===== src/rtl/gp_isa_pkg.sv =====
// Shared ISA definitions for the general-purpose register machine:
// opcode and FSM state encodings plus instruction-width helpers.
package gp_isa_pkg;

    typedef enum logic [1:0] {
        OP_AND  = 2'b00,
        OP_OR   = 2'b01,
        OP_XOR  = 2'b10,
        OP_LNOT = 2'b11
    } gp_op_e;

    typedef enum logic [1:0] {
        ST_IDLE = 2'b00,
        ST_LOAD = 2'b01,
        ST_EXEC = 2'b10,
        ST_DONE = 2'b11
    } gp_state_e;

    function automatic int gp_dw(input int nreg);
        return $clog2(nreg);
    endfunction

    function automatic int gp_sw(input int nreg, input int nin);
        return $clog2((nreg > nin) ? nreg : nin);
    endfunction

    // Instruction word: op[1:0], dst[DW], src_is_in, src[SW]
    function automatic int gp_iw(input int nreg, input int nin);
        return 2 + gp_dw(nreg) + 1 + gp_sw(nreg, nin);
    endfunction

endpackage


===== src/rtl/gp_regmachine_if.sv =====
// Bus bundle for gp_regmachine: program port, input/result handshakes and status.
interface gp_regmachine_if
    import gp_isa_pkg::*;
#(
    parameter int WIDTH = 16,
    parameter int NREG  = 4,
    parameter int NIN   = 4,
    parameter int DEPTH = 64
);
    localparam int IW = gp_iw(NREG, NIN);
    localparam int AW = $clog2(DEPTH);
    localparam int LW = $clog2(DEPTH + 1);

    logic                  prog_we;
    logic [AW-1:0]         prog_addr;
    logic [IW-1:0]         prog_data;
    logic [LW-1:0]         prog_len;

    // Handshakes: a transfer happens on a rising edge where valid and ready are
    // both high; the source holds data stable while valid is high and ready low.
    logic                  in_valid;
    logic                  in_ready;
    logic [NIN*WIDTH-1:0]  in_data;
    logic                  out_valid;
    logic                  out_ready;
    logic [NREG*WIDTH-1:0] out_data;

    logic                  busy;
    logic                  prog_lock_err;

    modport master (
        output prog_we, prog_addr, prog_data, prog_len,
        output in_valid, in_data, out_ready,
        input  in_ready, out_valid, out_data, busy, prog_lock_err
    );

    modport slave (
        input  prog_we, prog_addr, prog_data, prog_len,
        input  in_valid, in_data, out_ready,
        output in_ready, out_valid, out_data, busy, prog_lock_err
    );

endinterface


===== src/rtl/gp_prog_mem.sv =====
// Program store: DEPTH x IW array, synchronous write, combinational read, no reset.
module gp_prog_mem #(
    parameter int DEPTH = 64,
    parameter int IW    = 7
) (
    input  logic                     clk,
    input  logic                     we,
    input  logic [$clog2(DEPTH)-1:0] waddr,
    input  logic [IW-1:0]            wdata,
    input  logic [$clog2(DEPTH)-1:0] raddr,
    output logic [IW-1:0]            rdata
);
    logic [IW-1:0] mem [DEPTH];

    always_ff @(posedge clk) begin
        if (we) begin
            mem[waddr] <= wdata;
        end
    end

    assign rdata = mem[raddr];

endmodule


===== src/rtl/gp_regmachine.sv =====
// Tiny logic-op register machine: loads input words into registers, runs a stored
// program one instruction per cycle, then presents the register file.
module gp_regmachine
    import gp_isa_pkg::*;
#(
    parameter int WIDTH = 16,
    parameter int NREG  = 4,
    parameter int NIN   = 4,
    parameter int DEPTH = 64
) (
    input  logic       clk,
    input  logic       rst_n,
    gp_regmachine_if.slave bus,
    output gp_state_e  dbg_state
);
    localparam int DW = gp_dw(NREG);
    localparam int SW = gp_sw(NREG, NIN);
    localparam int IW = gp_iw(NREG, NIN);
    localparam int AW = $clog2(DEPTH);
    localparam int LW = $clog2(DEPTH + 1);

    gp_state_e             state;
    logic [LW-1:0]         pc;
    logic [LW-1:0]         len;
    logic [LW-1:0]         len_in;
    logic [NIN*WIDTH-1:0]  in_q;
    logic [NREG*WIDTH-1:0] load_vec;
    logic [NREG*WIDTH-1:0] out_vec;
    logic [WIDTH-1:0]      regs [NREG];
    logic                  in_ready_q;
    logic                  out_valid_q;
    logic                  busy_q;
    logic                  lock_err_q;

    logic [IW-1:0]         instr;
    gp_op_e                op;
    logic [DW-1:0]         dst_f;
    logic                  src_in;
    logic [SW-1:0]         src_f;
    int                    dst_i;
    int                    src_i;
    logic [WIDTH-1:0]      operand;
    logic [WIDTH-1:0]      dst_val;
    logic [WIDTH-1:0]      result;

    // Writes are only honoured in IDLE so a running program never changes under itself.
    gp_prog_mem #(
        .DEPTH (DEPTH),
        .IW    (IW)
    ) u_prog_mem (
        .clk   (clk),
        .we    (bus.prog_we && (state == ST_IDLE)),
        .waddr (bus.prog_addr),
        .wdata (bus.prog_data),
        .raddr (pc[AW-1:0]),
        .rdata (instr)
    );

    assign len_in   = (bus.prog_len > LW'(DEPTH)) ? LW'(DEPTH) : bus.prog_len;
    assign load_vec = (NREG*WIDTH)'(in_q);

    always_comb begin
        op      = gp_op_e'(instr[IW-1 -: 2]);
        dst_f   = instr[IW-3 -: DW];
        src_in  = instr[SW];
        src_f   = instr[SW-1:0];
        dst_i   = int'(dst_f) % NREG;
        src_i   = src_in ? (int'(src_f) % NIN) : (int'(src_f) % NREG);
        operand = '0;
        dst_val = '0;
        if (src_in) begin
            for (int i = 0; i < NIN; i++) begin
                if (i == src_i) operand = in_q[i*WIDTH +: WIDTH];
            end
        end else begin
            for (int i = 0; i < NREG; i++) begin
                if (i == src_i) operand = regs[i];
            end
        end
        for (int i = 0; i < NREG; i++) begin
            if (i == dst_i) dst_val = regs[i];
        end
        case (op)
            OP_AND:  result = dst_val & operand;
            OP_OR:   result = dst_val | operand;
            OP_XOR:  result = dst_val ^ operand;
            default: result = (operand == '0) ? WIDTH'(1) : '0;
        endcase
    end

    always_ff @(posedge clk or negedge rst_n) begin
        if (!rst_n) begin
            state       <= ST_IDLE;
            pc          <= '0;
            len         <= '0;
            in_q        <= '0;
            in_ready_q  <= 1'b0;
            out_valid_q <= 1'b0;
            busy_q      <= 1'b0;
            lock_err_q  <= 1'b0;
            for (int i = 0; i < NREG; i++) regs[i] <= '0;
        end else begin
            if (bus.prog_we && (state != ST_IDLE)) lock_err_q <= 1'b1;
            case (state)
                ST_IDLE: begin
                    in_ready_q <= 1'b1;
                    if (bus.in_valid && in_ready_q) begin
                        in_q       <= bus.in_data;
                        len        <= len_in;
                        in_ready_q <= 1'b0;
                        busy_q     <= 1'b1;
                        state      <= ST_LOAD;
                    end
                end
                ST_LOAD: begin
                    for (int i = 0; i < NREG; i++) regs[i] <= load_vec[i*WIDTH +: WIDTH];
                    pc <= '0;
                    if (len == '0) begin
                        out_valid_q <= 1'b1;
                        state       <= ST_DONE;
                    end else begin
                        state <= ST_EXEC;
                    end
                end
                ST_EXEC: begin
                    for (int i = 0; i < NREG; i++) begin
                        if (i == dst_i) regs[i] <= result;
                    end
                    pc <= pc + 1'b1;
                    if (pc == len - 1'b1) begin
                        out_valid_q <= 1'b1;
                        state       <= ST_DONE;
                    end
                end
                default: begin
                    // Registers are untouched here, so out_data holds while stalled.
                    if (bus.out_ready) begin
                        out_valid_q <= 1'b0;
                        busy_q      <= 1'b0;
                        in_ready_q  <= 1'b1;
                        state       <= ST_IDLE;
                    end
                end
            endcase
        end
    end

    always_comb begin
        out_vec = '0;
        for (int i = 0; i < NREG; i++) out_vec[i*WIDTH +: WIDTH] = regs[i];
    end

    assign bus.out_data      = out_vec;
    assign bus.in_ready      = in_ready_q;
    assign bus.out_valid     = out_valid_q;
    assign bus.busy          = busy_q;
    assign bus.prog_lock_err = lock_err_q;
    assign dbg_state         = state;

endmodule


===== src/flat_wrapper.sv =====
// flat-port wrapper written by rule: the top's interface ports become plain ports
module gp_regmachine_flat import gp_isa_pkg::*;
#(
    parameter int WIDTH = 16,
    parameter int NREG  = 4,
    parameter int NIN   = 4,
    parameter int DEPTH = 64
)
  (clk, rst_n, dbg_state, bus_prog_we, bus_prog_addr, bus_prog_data, bus_prog_len, bus_in_valid, bus_in_data, bus_out_ready, bus_in_ready, bus_out_valid, bus_out_data, bus_busy, bus_prog_lock_err);
  gp_regmachine_if #(.WIDTH(WIDTH), .NREG(NREG), .NIN(NIN), .DEPTH(DEPTH)) bus_i ();
  input  logic clk;
  input  logic rst_n;
  output gp_state_e dbg_state;
  input wire logic [$bits(bus_i.prog_we)-1:0] bus_prog_we;
  input wire logic [$bits(bus_i.prog_addr)-1:0] bus_prog_addr;
  input wire logic [$bits(bus_i.prog_data)-1:0] bus_prog_data;
  input wire logic [$bits(bus_i.prog_len)-1:0] bus_prog_len;
  input wire logic [$bits(bus_i.in_valid)-1:0] bus_in_valid;
  input wire logic [$bits(bus_i.in_data)-1:0] bus_in_data;
  input wire logic [$bits(bus_i.out_ready)-1:0] bus_out_ready;
  output wire logic [$bits(bus_i.in_ready)-1:0] bus_in_ready;
  output wire logic [$bits(bus_i.out_valid)-1:0] bus_out_valid;
  output wire logic [$bits(bus_i.out_data)-1:0] bus_out_data;
  output wire logic [$bits(bus_i.busy)-1:0] bus_busy;
  output wire logic [$bits(bus_i.prog_lock_err)-1:0] bus_prog_lock_err;
  assign bus_i.prog_we = bus_prog_we;
  assign bus_i.prog_addr = bus_prog_addr;
  assign bus_i.prog_data = bus_prog_data;
  assign bus_i.prog_len = bus_prog_len;
  assign bus_i.in_valid = bus_in_valid;
  assign bus_i.in_data = bus_in_data;
  assign bus_i.out_ready = bus_out_ready;
  assign bus_in_ready = bus_i.in_ready;
  assign bus_out_valid = bus_i.out_valid;
  assign bus_out_data = bus_i.out_data;
  assign bus_busy = bus_i.busy;
  assign bus_prog_lock_err = bus_i.prog_lock_err;
  gp_regmachine #(.WIDTH(WIDTH), .NREG(NREG), .NIN(NIN), .DEPTH(DEPTH)) u_core (.clk(clk), .rst_n(rst_n), .bus(bus_i), .dbg_state(dbg_state));
endmodule

===== config.mk =====
export PLATFORM = sky130hd
export DESIGN_NAME = gp_regmachine_flat
export DESIGN_NICKNAME = d
export VERILOG_FILES = /design/src/rtl/gp_isa_pkg.sv /design/src/rtl/gp_regmachine_if.sv /design/src/rtl/gp_prog_mem.sv /design/src/rtl/gp_regmachine.sv /design/src/flat_wrapper.sv
export SDC_FILE = /design/constraint.sdc
export NUM_CORES = 1
export LEC_CHECK = 0
export ABC_CLOCK_PERIOD_IN_PS = 4850
export CORE_ASPECT_RATIO = 0.9
export CORE_MARGIN = 3
export CORE_UTILIZATION = 40
export DETAILED_ROUTE_END_ITERATION = 16
export PLACE_DENSITY = 0.68
export SLEW_MARGIN = 25
export SYNTH_ARGS = -nofsm -noshare
export SYNTH_HDL_FRONTEND = slang
export SYNTH_SLANG_ARGS = --single-unit

===== constraint.sdc =====
create_clock -name clk -period 4.85 [get_ports clk]
set_clock_uncertainty 0.1 [all_clocks]
set_input_delay 0.97 -clock clk [delete_from_list [all_inputs] [get_ports clk]]
set_output_delay 0.97 -clock clk [all_outputs]
set_load 0.02 [all_outputs]

==> flow_summary.toml, run 1 <==
[power_and_ir_drop]
switching_share_pct = 34.1
p_sw_uw = 5980
p_seq_share_pct = 38.5
internal-power_uw = 11600
p_comb_share_pct = 35.5
power_density_nw_per_um2 = 559
vdd_ir_drop_max_mv = 0.347
clkPwrFrac_pct = 26.0
leakagePower_uw = 0.0115

[clocking]
worstSkewPairLatency_ns = 0.65
h-tree-depth = 2
cts-hold-fix-buffers = 0
cts_root_buf = "clkbuf_16"
cts_tree = "done"
clock-sinks = 596
cts_buffers = 59
path_clk_slew_ns = 0.06
clk_path_buf_depth = 3

[worst_setup_path]
crit_type = "reg -> reg"
end_kind = "flop"
critPathLaunchType = "flop"
arrival_ns = 4.98
crit_fanout = 32
cp.required_ns = 5.29

[yosys]
synth_compound_area_share_pct = 5.46
syn_area_um2 = 26800
synth_xor_area_share_pct = 0.326
synth-warning-count = 0
yosys.area_share.simple_pct = 5.68
synthAdderAreaFrac_pct = 1.72
synth-seq-cells = 596
synth_top_family_by_area = "multiplexers"
avgSynthCellArea_um2 = 15.8
synth_cells = 1703
yosysUniqueCellTypes = 73
synthTopCellsByCount = "edfxtp_1, dfrtp_1, mux2i_1"
yosys.area.top_type_share_pct = 50.1
ys_seq_area_share_pct = 63.9
synth_nets = 1829
synth.largest_area_cell = "edfxtp_1"
synth_enable_flop_cells = 448
synthMuxAreaShare_pct = 19.5
synth_area_leaders = "edfxtp_1, dfrtp_1, mux4_2, mux2i_1, mux2_2"
synthFlopType = "edfxtp_1"
async_flop_share_pct = 24.8
yosysMostFrequentCell = "edfxtp_1"

[detailed_routing]
routed_wl_um = 66500
drc = 0
antenna_left = 0
wl_per_cell_um = 23.8
first_pass_iters = 5
vias_per_cell = 5.61
dr_total_vias = 15700
initialDrtViolationCount = 1568

[cells_and_area]
drive_gt1_share_pct = 20.1
fillers = 5563
antenna_cells = 0
nNetsFinal = 2007
syn_to_final_growth_pct = 16.9
final_core_util_pct = 47.5
stdcell_count = 2793

[status]
outcome = "completed"

[floorplan]
start_util_pct = 40.7
die_h_um = 252
die_w_um = 279
fp.coreArea_um2 = 66000
io_pins = 159
rows = 89
die-area_um2 = 70300

[global_route]
grt_overflow_total = 0
globalRouteTotalUtil_pct = 18.7
grt_pass1_wl_um = 101000
grt_max_degree = 78
grt_pass1_vias = 16100
antenna_found_initial = 0

[timing]
setup_viol = 0
hold_violations = 0
maxSlewViolCount = 0
min_period_ns = 4.55
tightest_slew_ns = 0.853
period_share_pct = 93.7
rsz0062_at_grt = "no"
tns_ns = 0
max_freq_mhz = 220
worst_slew_margin_rel_pct = 42.9
timing.final.ws_setup_ns = 0.305

[place]
dp_cells = 2680
dp_hpwl_um = 43100
io_buffers = 158
post-place-ws_ns = 0.125
gp_congestion = 0.814

[worst_hold_path]
min_path_type = "in -> async"

[flow_run]
max-cap-violations = 0
[power groups by stage]
stage	Sequential (uW)	Clock (uW)	Combinational, uW
final	6750	4560	6240
after global routing	6830	4840	6770
after CTS	6750	4640	6220
after detailed placement	6840	0	6180
after global placement	6830	0	6030
after floorplan	6880	0	4060
[state kept, by name (all words and copies together), names as in the netlist]
register / count
u_core.bus.busy: 1
u_core.bus.in_ready: 1
u_core.bus.out_data: 64
u_core.bus.out_valid: 1
u_core.bus.prog_lock_err: 1
u_core.dbg_state: 2
u_core.in_q: 64
u_core.len: 7
u_core.pc: 7
u_core.u_prog_mem.mem: 448
[logic make-up (layout without fill, tap and decap cells)]
kind of cell	Yosys count	in the layout
adder cells (fa/ha/maj)	37	37
buffers and inverters	156	382
flip-flops	596	596
AND/OR/NAND/NOR	337	337
XOR/XNOR	10	10
AO/OA/AOI/OAI	220	220
multiplexers	347	347
[stage by stage]
stage / total power (uW) / cell area (um^2) / hold slack, ns
6_report: 17600 / 31400 / 0.283
5_1_grt: 18400 / 31400 / 0.308
4_1_cts: 17600 / 31300 / 0.273
3_5_place_dp: 13000 / 29400 / 0.361
3_3_place_gp: 12900 / 29400 / 0.351
2_1_floorplan: 10900 / 26800 / 0.372
[final timing paths]
check / start / end / slack (ns) / cells past startpoint
hold reg to reg: u_core.bus.prog_lock_err / u_core.bus.prog_lock_err / 0.36 / 1
max in group asynchronous: rst_n / u_core.bus.out_data[15] / 3.44 / 2
setup reg to reg: u_core.pc[0] / u_core.bus.out_data[7] / 0.30 / 16
min in group clk: u_core.bus.prog_lock_err / u_core.bus.prog_lock_err / 0.36 / 1
setup / recovery: u_core.pc[0] / u_core.bus.out_data[7] / 0.30 / 16
hold / removal: rst_n / u_core.pc[0] / 0.28 / 1
[layout by cell type (no fill, tap or decap), types with 7 or more instances in the layout]
cell | Yosys | routed
buf_12 | 2 | 10
o22ai_1 | 15 | 15
a21o_1 | 54 | 54
mux2i_1 | 143 | 143
nand3_1 | 21 | 21
a21oi_1 | 71 | 67
mux4_2 | 106 | 106
o31ai_1 | 9 | 9
inv_1 | 52 | 51
ha_1 | 37 | 37
mux2_2 | 73 | 73
clkbuf_16 | 0 | 59
nand2_1 | 112 | 112
o21ai_0 | 22 | 22
nand3b_1 | 9 | 9
clkdlybuf4s50_1 | 0 | 150
a22oi_1 | 12 | 12
mux4_1 | 20 | 20
clkbuf_1 | 42 | 7
buf_4 | 7 | 55
xnor2_1 | 9 | 9
clkinv_1 | 0 | 14
nor2_1 | 129 | 129
clkinv_2 | 0 | 15
dfrtp_1 | 148 | 146
or2_2 | 14 | 14
edfxtp_1 | 448 | 448
[critical path, cell delays in order (launching register included)]
cell      delay (ns)
dfrtp_4         0.54
buf_12          0.26
mux4_1          0.59
mux2_2          0.31
a211oi_2        0.40
o32ai_4         0.20
buf_4           0.35
mux2i_1         0.23
mux2i_1         0.11
mux2i_1         0.23
inv_1           0.16
ha_1            0.22
mux2i_1         0.12
o22ai_1         0.10
nand2_1         0.16
a21oi_1         0.10
a21o_1          0.18
[final cells by class]
cell class	count	area, um^2	area share [%]
clock buffer	66	1500	4.79
clock inverter	43	445	1.42
inverter	55	208	0.662
multi-input combinational	951	8840	28.2
sequential	596	17200	54.7
tap	864	1080	3.45
timing repair buffer	218	2140	6.81
[layer usage]
metal	part of all wire, %	track usage, %
met1	42	25.9
met2	48	30.2
met3	8.0	4.27
met4	2.0	4.85
met5	0	0
[repair_timing]
| action | 4_1_cts | 5_1_grt |
|---|---|---|
| gates resized for setup | 0 | 3 |
| hold endpoints to repair | 0 | 0 |
| setup buffers | 0 | 4 |
| endpoints found under the setup margin | 0 | 40 |
(Power assumes the default switching activity.)
==> inputs of run 2 (changes only) <==
--- a/config.mk
+++ b/config.mk
@@ -8,9 +8,9 @@
 export ABC_CLOCK_PERIOD_IN_PS = 4850
 export CORE_ASPECT_RATIO = 0.9
 export CORE_MARGIN = 3
-export CORE_UTILIZATION = 40
+export CORE_UTILIZATION = 55
 export DETAILED_ROUTE_END_ITERATION = 16
-export PLACE_DENSITY = 0.68
+export PLACE_DENSITY = 0.86
 export SLEW_MARGIN = 25
 export SYNTH_ARGS = -nofsm -noshare
 export SYNTH_HDL_FRONTEND = slang
==> run 2 against run 1 <==
  * Cell area decreased by 0.45%
  * Sequential share of layout area rose by 0.25 points
  * Clock-buffer cell count is 4 higher
  * Clock power up 5.3%
  * Sequential cell count did not move
  * Critical endpoint is now u_core.bus.out_data[49]
==> flow_summary.toml, run 2 (synthesized netlist as in run 1, its figures left out) <==
[detailed_routing]
vias_per_cell = 6.50
antenna_left = 0
dr_total_vias = 16600
wl_per_cell_um = 27.2
first_pass_iters = 8
drc = 0
initialDrtViolationCount = 1954
routed_wl_um = 69500

[place]
dp_hpwl_um = 43200
io_buffers = 158
dp_cells = 2432
gp_congestion = 0.910

[floorplan]
die-area_um2 = 51500
die_w_um = 239
fp.coreArea_um2 = 48000
rows = 76
die_h_um = 216
io_pins = 159
start_util_pct = 55.9

[worst_setup_path]
crit_fanout = 11
arrival_ns = 5.10
end_kind = "flop"
cp.required_ns = 5.24
critPathLaunchType = "flop"
crit_type = "reg -> reg"

[timing]
min_period_ns = 4.72
period_share_pct = 97.2
max_freq_mhz = 212
tightest_slew_ns = 0.844
tns_ns = 0
holdWs_ns = 0.326
hold_violations = 0
setup_viol = 0
rsz0062_at_grt = "no"
worst_slew_margin_rel_pct = 43.6
maxSlewViolCount = 0

[worst_hold_path]
min_path_type = "in -> async"

[clocking]
cts_root_buf = "clkbuf_16"
worstSkewPairLatency_ns = 0.64
h-tree-depth = 2
clock-sinks = 596
path_clk_slew_ns = 0.06
cts_buffers = 59
cts_tree = "done"
clk_path_buf_depth = 3
cts-hold-fix-buffers = 0

[cells_and_area]
fillers = 3029
layout_commonest_cell = "edfxtp_1"
stdcell_count = 2554
mostFrequentLayoutCells = "edfxtp_1, clkdlybuf4s50_1, dfrtp_1"
final_core_util_pct = 65.0
antenna_cells = 0
nNetsFinal = 2005
largest_register_ffs = 448
drive_gt1_share_pct = 20.2
regMostFlops = "u_core.u_prog_mem.mem"
syn_to_final_growth_pct = 16.4

[power_and_ir_drop]
leakagePower_uw = 0.0116
power.total_uw = 18000
vdd_ir_drop_max_mv = 0.376
power_density_nw_per_um2 = 575

[global_route]
grt_pass1_vias = 17100
grt_max_degree = 88
antenna_found_initial = 1
globalRouteTotalUtil_pct = 26.9
grt_overflow_total = 0
grt_pass1_wl_um = 105000

[status]
outcome = "completed"

[flow_run]
max-cap-violations = 0
run 2: critical path, cell delays in order, from the launching register on:
cell	delay, ns
dfrtp_4	0.56
buf_12	0.20
mux4_2	0.55
a311o_1	0.41
o311ai_4	0.44
nand2_2	0.29
buf_4	0.28
nor2_1	0.39
a22oi_1	0.19
nand2_1	0.16
ha_1	0.24
nand3b_1	0.09
o21ai_0	0.13
nor3_2	0.35
o31ai_1	0.16
run 2: where the power goes:
| part | internal, uW | leakage [uW] | total (uW) | switching, uW |
|---|---|---|---|---|
| registers | 6100 | 0.00584 | 6760 | 664 |
| clock network | 2820 | 0.000992 | 4800 | 1980 |
| logic | 2950 | 0.00478 | 6400 | 3450 |
| total | 11900 | 0.0116 | 18000 | 6090 |
run 2: final timing paths:
check	start	endpoint	slack, ns	cells after the start
max in group asynchronous	rst_n	u_core.in_q[29]	3.48	2
worst min register to register	u_core.bus.prog_lock_err	u_core.bus.prog_lock_err	0.36	1
min in group clk	u_core.bus.prog_lock_err	u_core.bus.prog_lock_err	0.36	1
worst max register to register	u_core.pc[0]	u_core.bus.out_data[49]	0.13	14
worst min-delay path	rst_n	u_core.in_q[37]	0.33	1
worst max-delay path	u_core.pc[0]	u_core.bus.out_data[49]	0.13	14
run 2: timing repair:
| item | 4_1_cts | 5_1_grt |
|---|---|---|
| endpoints found under the setup margin | 0 | 28 |
| buffers inserted | 0 | 9 |
| resized for setup | 0 | 7 |
run 2: layer usage:
| metal | wire length (um) | GRT usage, % |
|---|---|---|
| met4 | 3100 | 11.2 |
| met5 | 13 | 0 |
| met2 | 34100 | 43.3 |
| met3 | 6640 | 5.57 |
| met1 | 25600 | 35.9 |
run 2: layout make-up:
class	count	area, um^2	share of cell area (%)
sequential	596	17200	54.9
timing repair buffer	216	2210	7.07
clock inverter	42	487	1.56
inverter	55	208	0.665
multi-input combinational	951	8840	28.3
tap	624	781	2.50
clock buffer	70	1550	4.96
run 2: metrics by stage:
stage,area [um^2],setup WS [ns]
after floorplan,26800,0.652
after global placement,29000,0.242
after detailed placement,29000,0.178
after CTS,31100,0.0486
after global routing,31200,0.0170
final,31200,0.135
